## config.mk

```make
export PLATFORM = sky130hd
export DESIGN_NAME = word_serializer_flat
export DESIGN_NICKNAME = d
export VERILOG_FILES = /design/src/rtl/word_serializer_if.sv /design/src/rtl/word_serializer.sv /design/src/flat_wrapper.sv
export SDC_FILE = /design/constraint.sdc
export NUM_CORES = 1
export LEC_CHECK = 0
export CORE_MARGIN = 4
export CORE_UTILIZATION = 25
export DETAILED_ROUTE_END_ITERATION = 6
export SETUP_SLACK_MARGIN = 0.2
export SLEW_MARGIN = 30
export SYNTH_ARGS = -nofsm -noshare
export SYNTH_HDL_FRONTEND = slang
export SYNTH_SLANG_ARGS = --single-unit
```

## constraint.sdc

```tcl
create_clock -name clk -period 1.5 [get_ports clk]
set_clock_uncertainty 0.15 [all_clocks]
set_input_delay 0.3 -clock clk [delete_from_list [all_inputs] [get_ports clk]]
set_output_delay 0.3 -clock clk [all_outputs]
set_load 0.005 [all_outputs]
```

## src/rtl/word_serializer_if.sv

```systemverilog
// rtl/word_serializer_if.sv - parallel word valid/ready handshake feeding word_serializer
interface word_serializer_if #(
    parameter int WIDTH = 4
);
    logic [WIDTH-1:0] din;
    logic             din_valid;
    logic             din_ready;

    modport master (output din, output din_valid, input din_ready);
    modport slave  (input din, input din_valid, output din_ready);
endinterface

```

## src/rtl/word_serializer.sv

```systemverilog
// rtl/word_serializer.sv - MSB-first parallel-to-serial stage ahead of the shift register
// Optional even parity bit after each frame when SERIALIZER_PARITY_EN is defined.
module word_serializer #(
    parameter int WIDTH    = 4,
    parameter int IDLE_GAP = 0
) (
    input  logic            clk,
    input  logic            rst,
    input  logic            Clk_EN,
    word_serializer_if.slave src,
    output logic            ser_out,
    output logic            ser_en,
    output logic            busy,
    output logic            frame_done
);
    localparam int MAXV = (WIDTH > IDLE_GAP) ? WIDTH : IDLE_GAP;
    localparam int CW   = $clog2(MAXV + 1);
    localparam logic [CW-1:0] BIT_LAST = CW'(WIDTH - 1);
    localparam logic [CW-1:0] GAP_LAST = (IDLE_GAP > 0) ? CW'(IDLE_GAP - 1) : '0;

`ifdef SERIALIZER_PARITY_EN
    typedef enum logic [1:0] {IDLE, SHIFT, PAR, GAP} state_t;
`else
    typedef enum logic [1:0] {IDLE, SHIFT, GAP} state_t;
`endif

    state_t           state;
    state_t           state_next;
    logic [WIDTH-1:0] shreg;
    logic [CW-1:0]    bit_cnt;
    logic [CW-1:0]    gap_cnt;
    logic             done_next;
    logic             accept;
    logic             last_bit;
`ifdef SERIALIZER_PARITY_EN
    logic             parity;
`endif

    // Accept ignores Clk_EN, so the accept cycle never consumes a bit.
    assign accept   = (state == IDLE) && src.din_valid;
    assign last_bit = (state == SHIFT) && Clk_EN && (bit_cnt == BIT_LAST);

    always_ff @(posedge clk or negedge rst) begin
        if (!rst) begin
            state <= IDLE;
        end else begin
            state <= state_next;
        end
    end

    always_comb begin
        state_next = state;
        done_next  = 1'b0;
        case (state)
            IDLE: begin
                if (src.din_valid) state_next = SHIFT;
            end
            SHIFT: begin
                if (last_bit) begin
`ifdef SERIALIZER_PARITY_EN
                    state_next = PAR;
`else
                    done_next  = 1'b1;
                    state_next = (IDLE_GAP > 0) ? GAP : IDLE;
`endif
                end
            end
`ifdef SERIALIZER_PARITY_EN
            PAR: begin
                if (Clk_EN) begin
                    done_next  = 1'b1;
                    state_next = (IDLE_GAP > 0) ? GAP : IDLE;
                end
            end
`endif
            GAP: begin
                if (Clk_EN && (gap_cnt == GAP_LAST)) state_next = IDLE;
            end
            default: state_next = IDLE;
        endcase
    end

    always_ff @(posedge clk or negedge rst) begin
        if (!rst) begin
            shreg      <= '0;
            bit_cnt    <= '0;
            gap_cnt    <= '0;
            frame_done <= 1'b0;
`ifdef SERIALIZER_PARITY_EN
            parity     <= 1'b0;
`endif
        end else begin
            frame_done <= done_next;
            if (accept) begin
                shreg   <= src.din;
                bit_cnt <= '0;
`ifdef SERIALIZER_PARITY_EN
                parity  <= ^src.din;
`endif
            end else if ((state == SHIFT) && Clk_EN) begin
                shreg   <= {shreg[WIDTH-2:0], 1'b0};
                bit_cnt <= bit_cnt + 1'b1;
            end
            if ((state == GAP) && Clk_EN) begin
                gap_cnt <= (gap_cnt == GAP_LAST) ? '0 : gap_cnt + 1'b1;
            end
        end
    end

    // Ready is held low while reset is asserted so nothing is offered as accepted.
    assign src.din_ready = (state == IDLE) && rst;
    assign busy          = (state != IDLE);
`ifdef SERIALIZER_PARITY_EN
    assign ser_en  = (state == SHIFT) || (state == PAR);
    assign ser_out = (state == SHIFT) ? shreg[WIDTH-1] : ((state == PAR) && parity);
`else
    assign ser_en  = (state == SHIFT);
    assign ser_out = (state == SHIFT) && shreg[WIDTH-1];
`endif
endmodule

```

## src/flat_wrapper.sv

```systemverilog
// flat-port wrapper written by rule: the top's interface ports become plain ports
module word_serializer_flat 
#(
    parameter int WIDTH    = 4,
    parameter int IDLE_GAP = 0
)
  (clk, rst, Clk_EN, ser_out, ser_en, busy, frame_done, src_din, src_din_valid, src_din_ready);
  word_serializer_if #(.WIDTH(WIDTH)) src_i ();
  input  logic clk;
  input  logic rst;
  input  logic Clk_EN;
  output logic ser_out;
  output logic ser_en;
  output logic busy;
  output logic frame_done;
  input wire logic [$bits(src_i.din)-1:0] src_din;
  input wire logic [$bits(src_i.din_valid)-1:0] src_din_valid;
  output wire logic [$bits(src_i.din_ready)-1:0] src_din_ready;
  assign src_i.din = src_din;
  assign src_i.din_valid = src_din_valid;
  assign src_din_ready = src_i.din_ready;
  word_serializer #(.WIDTH(WIDTH), .IDLE_GAP(IDLE_GAP)) u_core (.clk(clk), .rst(rst), .Clk_EN(Clk_EN), .src(src_i), .ser_out(ser_out), .ser_en(ser_en), .busy(busy), .frame_done(frame_done));
endmodule
```

==> results.md, run 1 <==
* Die Width at 52.2 um
* Most common cell after layout, fill and taps aside: mux2i_1
* Slew Viols, Final at 0
* Lkg Pwr at a little under 0.4 nW
* CTS sink count at 9
* Routability cong. at ~0.68
* Status: complete, no violations
* RSZ-0062 raised after global routing: true
* Pwr per Cell Area at 1540 nW/um^2
* Synth cell types at 19
* DRC at 0
* Worst path required time at 1.05 ns
* Post-Route WL at 1.07 mm
* Critical-path top delay cell: dfrtp_1
* Worst-Skew Late Latency at about 0.26 ns
* ANT nets after route at 0
* Initial drt markers at 2
* Fraction of layout cells with a size suffix above 1 at 44.6%
* CTS Buffer Depth at 2
* Tot GR Track Use at around 8.2%
* Setup crit start kind: flip-flop
* Kind of critical path: flip-flop to output port
* Core ar. at 1780 um^2
* NumNets Final at 76
* Clock root cell: clkbuf_4
* Worst Slack Setup Final at between 0.0008 and 0.0009 ns
* H-tree lvl count at 1
* Total power at about 1.2 mW
* Via count at 394
* DIE HEIGHT at around 52 um
* Final TNS setup at 0 ns
* # diodes at 0
* Worst path cell trace: buf_6 > and2_4 > buf_6
* Grt ovf at 0
* Clock period minus worst slack at approximately 1.5 ns
* FP Rows at 15
* Largest net degree at the start of global routing at 12
* First-pass GRT wire length at between 1.5 and 2 mm
* Synthesized instance count at 41
* Endpoint class of the critical path: output port
* Initial antenna violation count at 0
* Post-cts hold buffer count at 0
* Worst slew pin tran at around 0.20 ns
* Commonest non-fill, non-tap cells in the layout: mux2i_1, buf_4, dfrtp_1, clkdlybuf4s50_1, buf_6
* Worst hold margin at 0.209 ns
* WL/cell at between 10 and 15 um
* CTS clk-pin slew, worst paths at approximately 0.060 ns
* Period utilization at 99.9%
* P&R area growth vs syn at 56.9%
* Maximum vdd ir drop at ~600 uV
* CP delay by family, top: flip-flops
* Num CTS Buffers at 3
* CTS tree: yes
* Mean Syn Cell Area at 11.9 um^2
* Mapped Nets at between 50 and 60
* Design Area, Final at around 770 um^2
* CP arrival at approximately 1.1 ns
* Critical-path maximum fanout at 3
* Vias in the first global route at between 300 and 400
* Cell mode on critical path: buf_6
* CP max stage delay at 0.41 ns
* Buffers on Ports at 12
* Initial DRT Pass Iterations at 2
* Bufs and invs on worst path at 2
* Sum of net half-perimeters after detailed placement at 707 um
* Syn Std Cell Area at between 400 and 500 um^2
* Starting Density at 27.4%
* Final setup fails at 0
* Post-DR vias/cell at 4.38
* #FFs+latches synth at 9
* R2r setup slk at about 0.1 ns
* Register area share after synthesis at a little under half
* Final hold vios at 0
* Max Cap Violations at 0
* Post-DP Area at approximately 680 um^2
* Pre-CTS WS at -0.367 ns
* Worst hold path class: input pin to async pin
* Top Ports at 13
* Slew margin rel. at 86.4%
* Fmax at 667 MHz
* Ys Warns at 0
* Die area at ~2700 um^2
-- cells by family after synthesis --
kind of cell	share of synthesized area (%)
muxes	23.6
and+or+nand+nor	10.0
DFF	46.2
buffers and inverters	6.67
AOI/OAI and AO/OA	6.67
adders and majority gates	5.13
xor gates and xnor gates	1.80
-- cell usage after synthesis --
cell type	n	area share, %
nor2b_1	1	1.3
nor3b_1	1	1.5
buf_4	1	1.5
inv_1	1	0.77
and2_1	1	1.3
a22o_1	2	3.6
o22ai_1	1	1.3
and3_2	1	1.5
ha_1	2	5.1
buf_2	2	2.1
dfrtp_1	9	46
buf_6	1	2.3
xor2_1	1	1.8
mux2i_1	10	21
nand2_1	2	1.5
mux2_4	1	3.1
or2_2	1	1.3
a31o_2	1	1.8
nor2_1	2	1.5
-- what timing repair did --
action / in CTS / in global routing
resized for setup: 19 / 9
endpoints found under the setup margin: 11 / 9
pin swaps: 1 / 2
setup buffers: 4 / 1
-- area by class of cell --
cell class / count / area (um^2)
Timing Repair Buffer: 24 / 209
Fill cell: 175 / 1020
Inverter: 1 / 3.75
Clock buffer: 4 / 26.3
Sequential cell: 9 / 225
Tap cell: 25 / 31.3
Multi-Input combinational cell: 27 / 270
-- registers in the layout, summed over array words and instances (netlist names) --
signal / flops
u_core.bit_cnt: 3
u_core.frame_done: 1
u_core.shreg: 4
u_core.state: 1
-- worst register-to-register path: cells and delay by family, from the launching register on --
family,cells,cell delay (ns)
AO/OA/AOI/OAI,1,0.24
adder cells (fa/ha/maj),2,0.44
flip-flops,1,0.43
AND/OR/NAND/NOR,1,0.04
-- final timing paths --
kind / from / to / cells after the start
min in group clk: src_din_valid / u_core.bit_cnt[1] / 3
worst min-delay path: rst / u_core.state[0] / 2
max in group asynchronous: rst / u_core.shreg[1] / 2
worst min register to register: u_core.shreg[0] / u_core.shreg[0] / 2
worst max-delay path: u_core.state[0] / ser_out / 3
worst max register to register: u_core.bit_cnt[0] / u_core.bit_cnt[2] / 4
-- report_power, final --
group	internal [mW]	switching, mW	total (mW)
Combinational	0.369	0.207	0.576
Clock	0.103	0.0854	0.188
Sequential	0.334	0.0803	0.415
Total	0.806	0.373	1.18
-- routing by layer --
metal	up-vias	global-route usage, %	routed length, um	share of wire, %
met4	0	1.28	0	0
met2	12	13.0	540	51
met1	193	10.2	449	42
li1	189	-	-	-
met3	0	4.27	76	7.1
met5	-	0	0	0
-- through the flow --
step | cells | utilization [%]
after floorplan | 41 | -
after global placement | 81 | 38.0
after detailed placement | 81 | 38.0
after CTS | 89 | 41.5
after global routing | 90 | 42.9
final | 90 | 42.9
Note: power is estimated with default switching activity, not from simulation.
==> run 2: changes to the inputs <==
Settings changed: ABC_AREA set to 1.
==> run 2 against run 1 <==
- critical path type unchanged
- via count increased by 3.6%
- clock power barely moved
- clock-buffer cell count unchanged
- worst setup slack improved by 0.080 ns
- area after synthesis rose by 2.6%
- first-iteration DRC count grew to 2.5 times the previous value
- sequential cell count unchanged
- final cell count grew 7.8%
- critical path depth up 1
==> results.md, run 2 <==
* Status: complete, no violations
* CTS sink count at 9 (unchanged)
* Synth cell types at 14 (-5)
* Vias in the first global route at 427 (+9.5%)
* Worst-Skew Late Latency at 0.25 ns (about the same)
* R2R cell count at 6 (+2)
* Syn Std Cell Area at 500 um^2 (+2.6%)
* WL/cell at 10.9 um (-8.0%)
* Maximum vdd ir drop at 580 uV (-3.7%)
* Grt ovf at 0 (unchanged)
* Largest registers: u_core.shreg (4), u_core.bit_cnt (3)
* Synthesized instance count at 50 (+22%)
* Post-Route WL at 1.06 mm (-0.84%)
* Worst hold margin at 0.357 ns (+0.148 ns)
* Endpoint class of the critical path: output port
* CTS tree: yes
* Hold_sp: u_core.bit_cnt[0]
* Top Ports at 13 (unchanged)
* Fin util at 41.5% (-1.4 points)
* Met2 usage at 14.0% (+1.1 points)
* Tot GR Track Use at 8.81% (+0.58 points)
* Initial antenna violation count at 0 (unchanged)
* Mapped Nets at 60 (+18%)
* Clock period minus worst slack at 1.42 ns (-0.0795 ns)
* Post-synth EDFFs at 0 (unchanged)
* Critical R2R Capture: u_core.shreg[2]
* Die area at 2780 um^2 (+2.2%)
* Num CTS Buffers at 3 (unchanged)
* Fraction of layout cells with a size suffix above 1 at 43.1% (-1.6 points)
* Multi-input gate area at 249 um^2 (-7.9%)
* DRC at 0 (unchanged)
* Final setup fails at 0 (unchanged)
* Yosys top cell by area: dfrtp_1
* First-pass GRT wire length at 1.79 mm (+9.3%)
* Most common cell after layout, fill and taps aside: dfrtp_1
* Sequential cell area at 225 um^2 (unchanged)
* Routing usage on met3 at 3.99% (-0.28 points)
* Starting Density at 27.8% (+0.41 points)
* Worst hold path class: flip-flop to flip-flop
* Top cells by area, synth: dfrtp_1, nand3_1, nand3_2
* End of the worst hold path: u_core.bit_cnt[0]
* Initial DRT Pass Iterations at 4 (+2)
* Max Cap Violations at 0 (unchanged)
* Slew margin rel. at 76.8% (-9.6 points)
* Lkg Pwr at 0.364 nW (-5.5%)
* CP arrival at 0.97 ns (-0.08 ns)
* RSZ-0062 raised after global routing: true
* Worst path cell trace: buf_6 > nand2_2 > inv_1 > buf_2
* NumNets Final at 83 (+9.2%)
* Largest net degree at the start of global routing at 12 (unchanged)
* DIE HEIGHT at 52.7 um (+1.1%)
* Pwr per Cell Area at 1470 nW/um^2 (-4.3%)
* CP max stage delay at 0.40 ns (about the same)
* Fmax at 704 MHz (+5.6%)
* CTS Buffer Depth at 2 (unchanged)
* Final hold vios at 0 (unchanged)
* CP delay by family, top: flip-flops
* Commonest non-fill, non-tap cells in the layout: dfrtp_1, nand3_1, nand3_2, clkdlybuf4s50_1, buf_4
* Synth top area share at 45.0% (-1.2 points)
* Bufs and invs on worst path at 3 (+1)
* Sum of net half-perimeters after detailed placement at 761 um (+7.6%)
* Worst slew pin tran at 0.347 ns (+0.143 ns)
* Ys flop type: dfrtp_1
* Final TNS setup at 0 ns (unchanged)
* CTS clk-pin slew, worst paths at 0.06 ns (about the same)
* Register area share after synthesis at 45.0% (-1.2 points)
* Via count at 408 (+3.6%)
* Most numerous cell in the Yosys netlist: nand3_1
* Most frequent cells after synthesis: nand3_1, dfrtp_1, nand2_1
* Ys Warns at 0 (unchanged)
* Period utilization at 94.6% (-5.3 points)
* Initial drt markers at 5 (+3)
* FP Rows at 15 (unchanged)
* Total power at 1.10 mW (-6.5%)
* Critical-path top delay cell: dfrtp_1
* Hold Path Cell Cnt at 1
* Setup crit start kind: flip-flop
* Most flops, register: u_core.shreg
* Die Width at 52.7 um (+1.1%)
* Fillers at 201 (+15%)
* Kind of critical path: flip-flop to output port
* Clock root cell: clkbuf_4
* P&R area growth vs syn at 49.5%
* H-tree lvl count at 1 (unchanged)
* Slew Viols, Final at 0 (unchanged)
* # diodes at 0 (unchanged)
* Largest register FFs at 4 (unchanged)
* Post-DR vias/cell at 4.21 (-3.9%)
* Layer with the highest usage: met2
* Reg2reg start: u_core.state[0]
* Asr flop ratio synth at 100% (unchanged)
* Worst path required time at 1.05 ns (about the same)
* #FFs+latches synth at 9 (unchanged)
* Critical-path maximum fanout at 3 (unchanged)
* Core ar. at 1800 um^2 (+1.1%)
* Routability cong. at 0.736 (+8.3%)
* Buffers on Ports at 12 (unchanged)
* R2r setup slk at 0.23 ns (+0.13 ns)
* ANT nets after route at 0 (unchanged)
* Mean Syn Cell Area at 10.0 um^2 (-16%)
* Met1 Resource Use GR at 10.5% (+0.38 points)
==> run 2: worst max path at each step <==
stage                            from                end  slack [ns]  depth (start not counted)
CTS                   u_core.state[0]      src_din_ready        0.08                          3
floorplan           u_core.bit_cnt[0]  u_core.bit_cnt[2]        0.29                          3
global placement                  rst      src_din_ready       -0.35                          4
finish                u_core.state[0]            ser_out        0.08                          4
detailed placement                rst      src_din_ready       -0.36                          4
global route          u_core.state[0]            ser_out        0.02                          4
==> run 2: through the flow <==
stage | std cells | worst slack, ns | cell area (um^2)
4_1_cts | 96 | 0.0774 | 703
2_1_floorplan | 50 | 0.292 | 500
5_1_grt | 97 | 0.0229 | 748
6_report | 97 | 0.0804 | 748
3_5_place_dp | 89 | -0.361 | 659
3_3_place_gp | 89 | -0.350 | 659
==> run 2: where the power goes <==
part	switching (mW)	internal [mW]
sequential	0.0687	0.337
combinational	0.248	0.264
clock	0.0823	0.102
==> run 2: final cells by class <==
type / count / area share (%)
inverter: 6 / 3.68
timing repair buffer: 21 / 25.3
tap: 25 / 4.18
clock buffer: 4 / 3.51
multi-input combinational: 32 / 33.3
sequential: 9 / 30.1
==> run 2: logic make-up (layout without fill, tap and decap cells) <==
| kind of cell | after synthesis | after routing | synth area share, % |
|---|---|---|---|
| and+or+nand+nor | 27 | 27 | 33.0 |
| adders and majority gates | 2 | 2 | 5.00 |
| AOI/OAI and AO/OA | 3 | 3 | 6.00 |
| buffers and inverters | 9 | 31 | 11.0 |
| DFF | 9 | 9 | 45.0 |
==> run 2: what timing repair did <==
action / in CTS / in global routing
endpoints found under the hold margin: 9 / 0
setup endpoints to repair: 5 / 11
setup buffers: 2 / 1
resized for setup: 22 / 8
hold buffers: 1 / 0
pin swaps: 1 / 0
==> run 2: routing by layer <==
metal	share of wire [%]	vias to the layer above
li1	-	210
met1	45	187
met2	47	11
met3	7.8	0
met4	0	0
met5	0	-
==> run 2: worst reg2reg max path: cells and delay by family, from the launching register on <==
family | cells | cell delay [ns]
and+or+nand+nor | 3 | 0.23
DFF | 1 | 0.40
buffers and inverters | 3 | 0.39
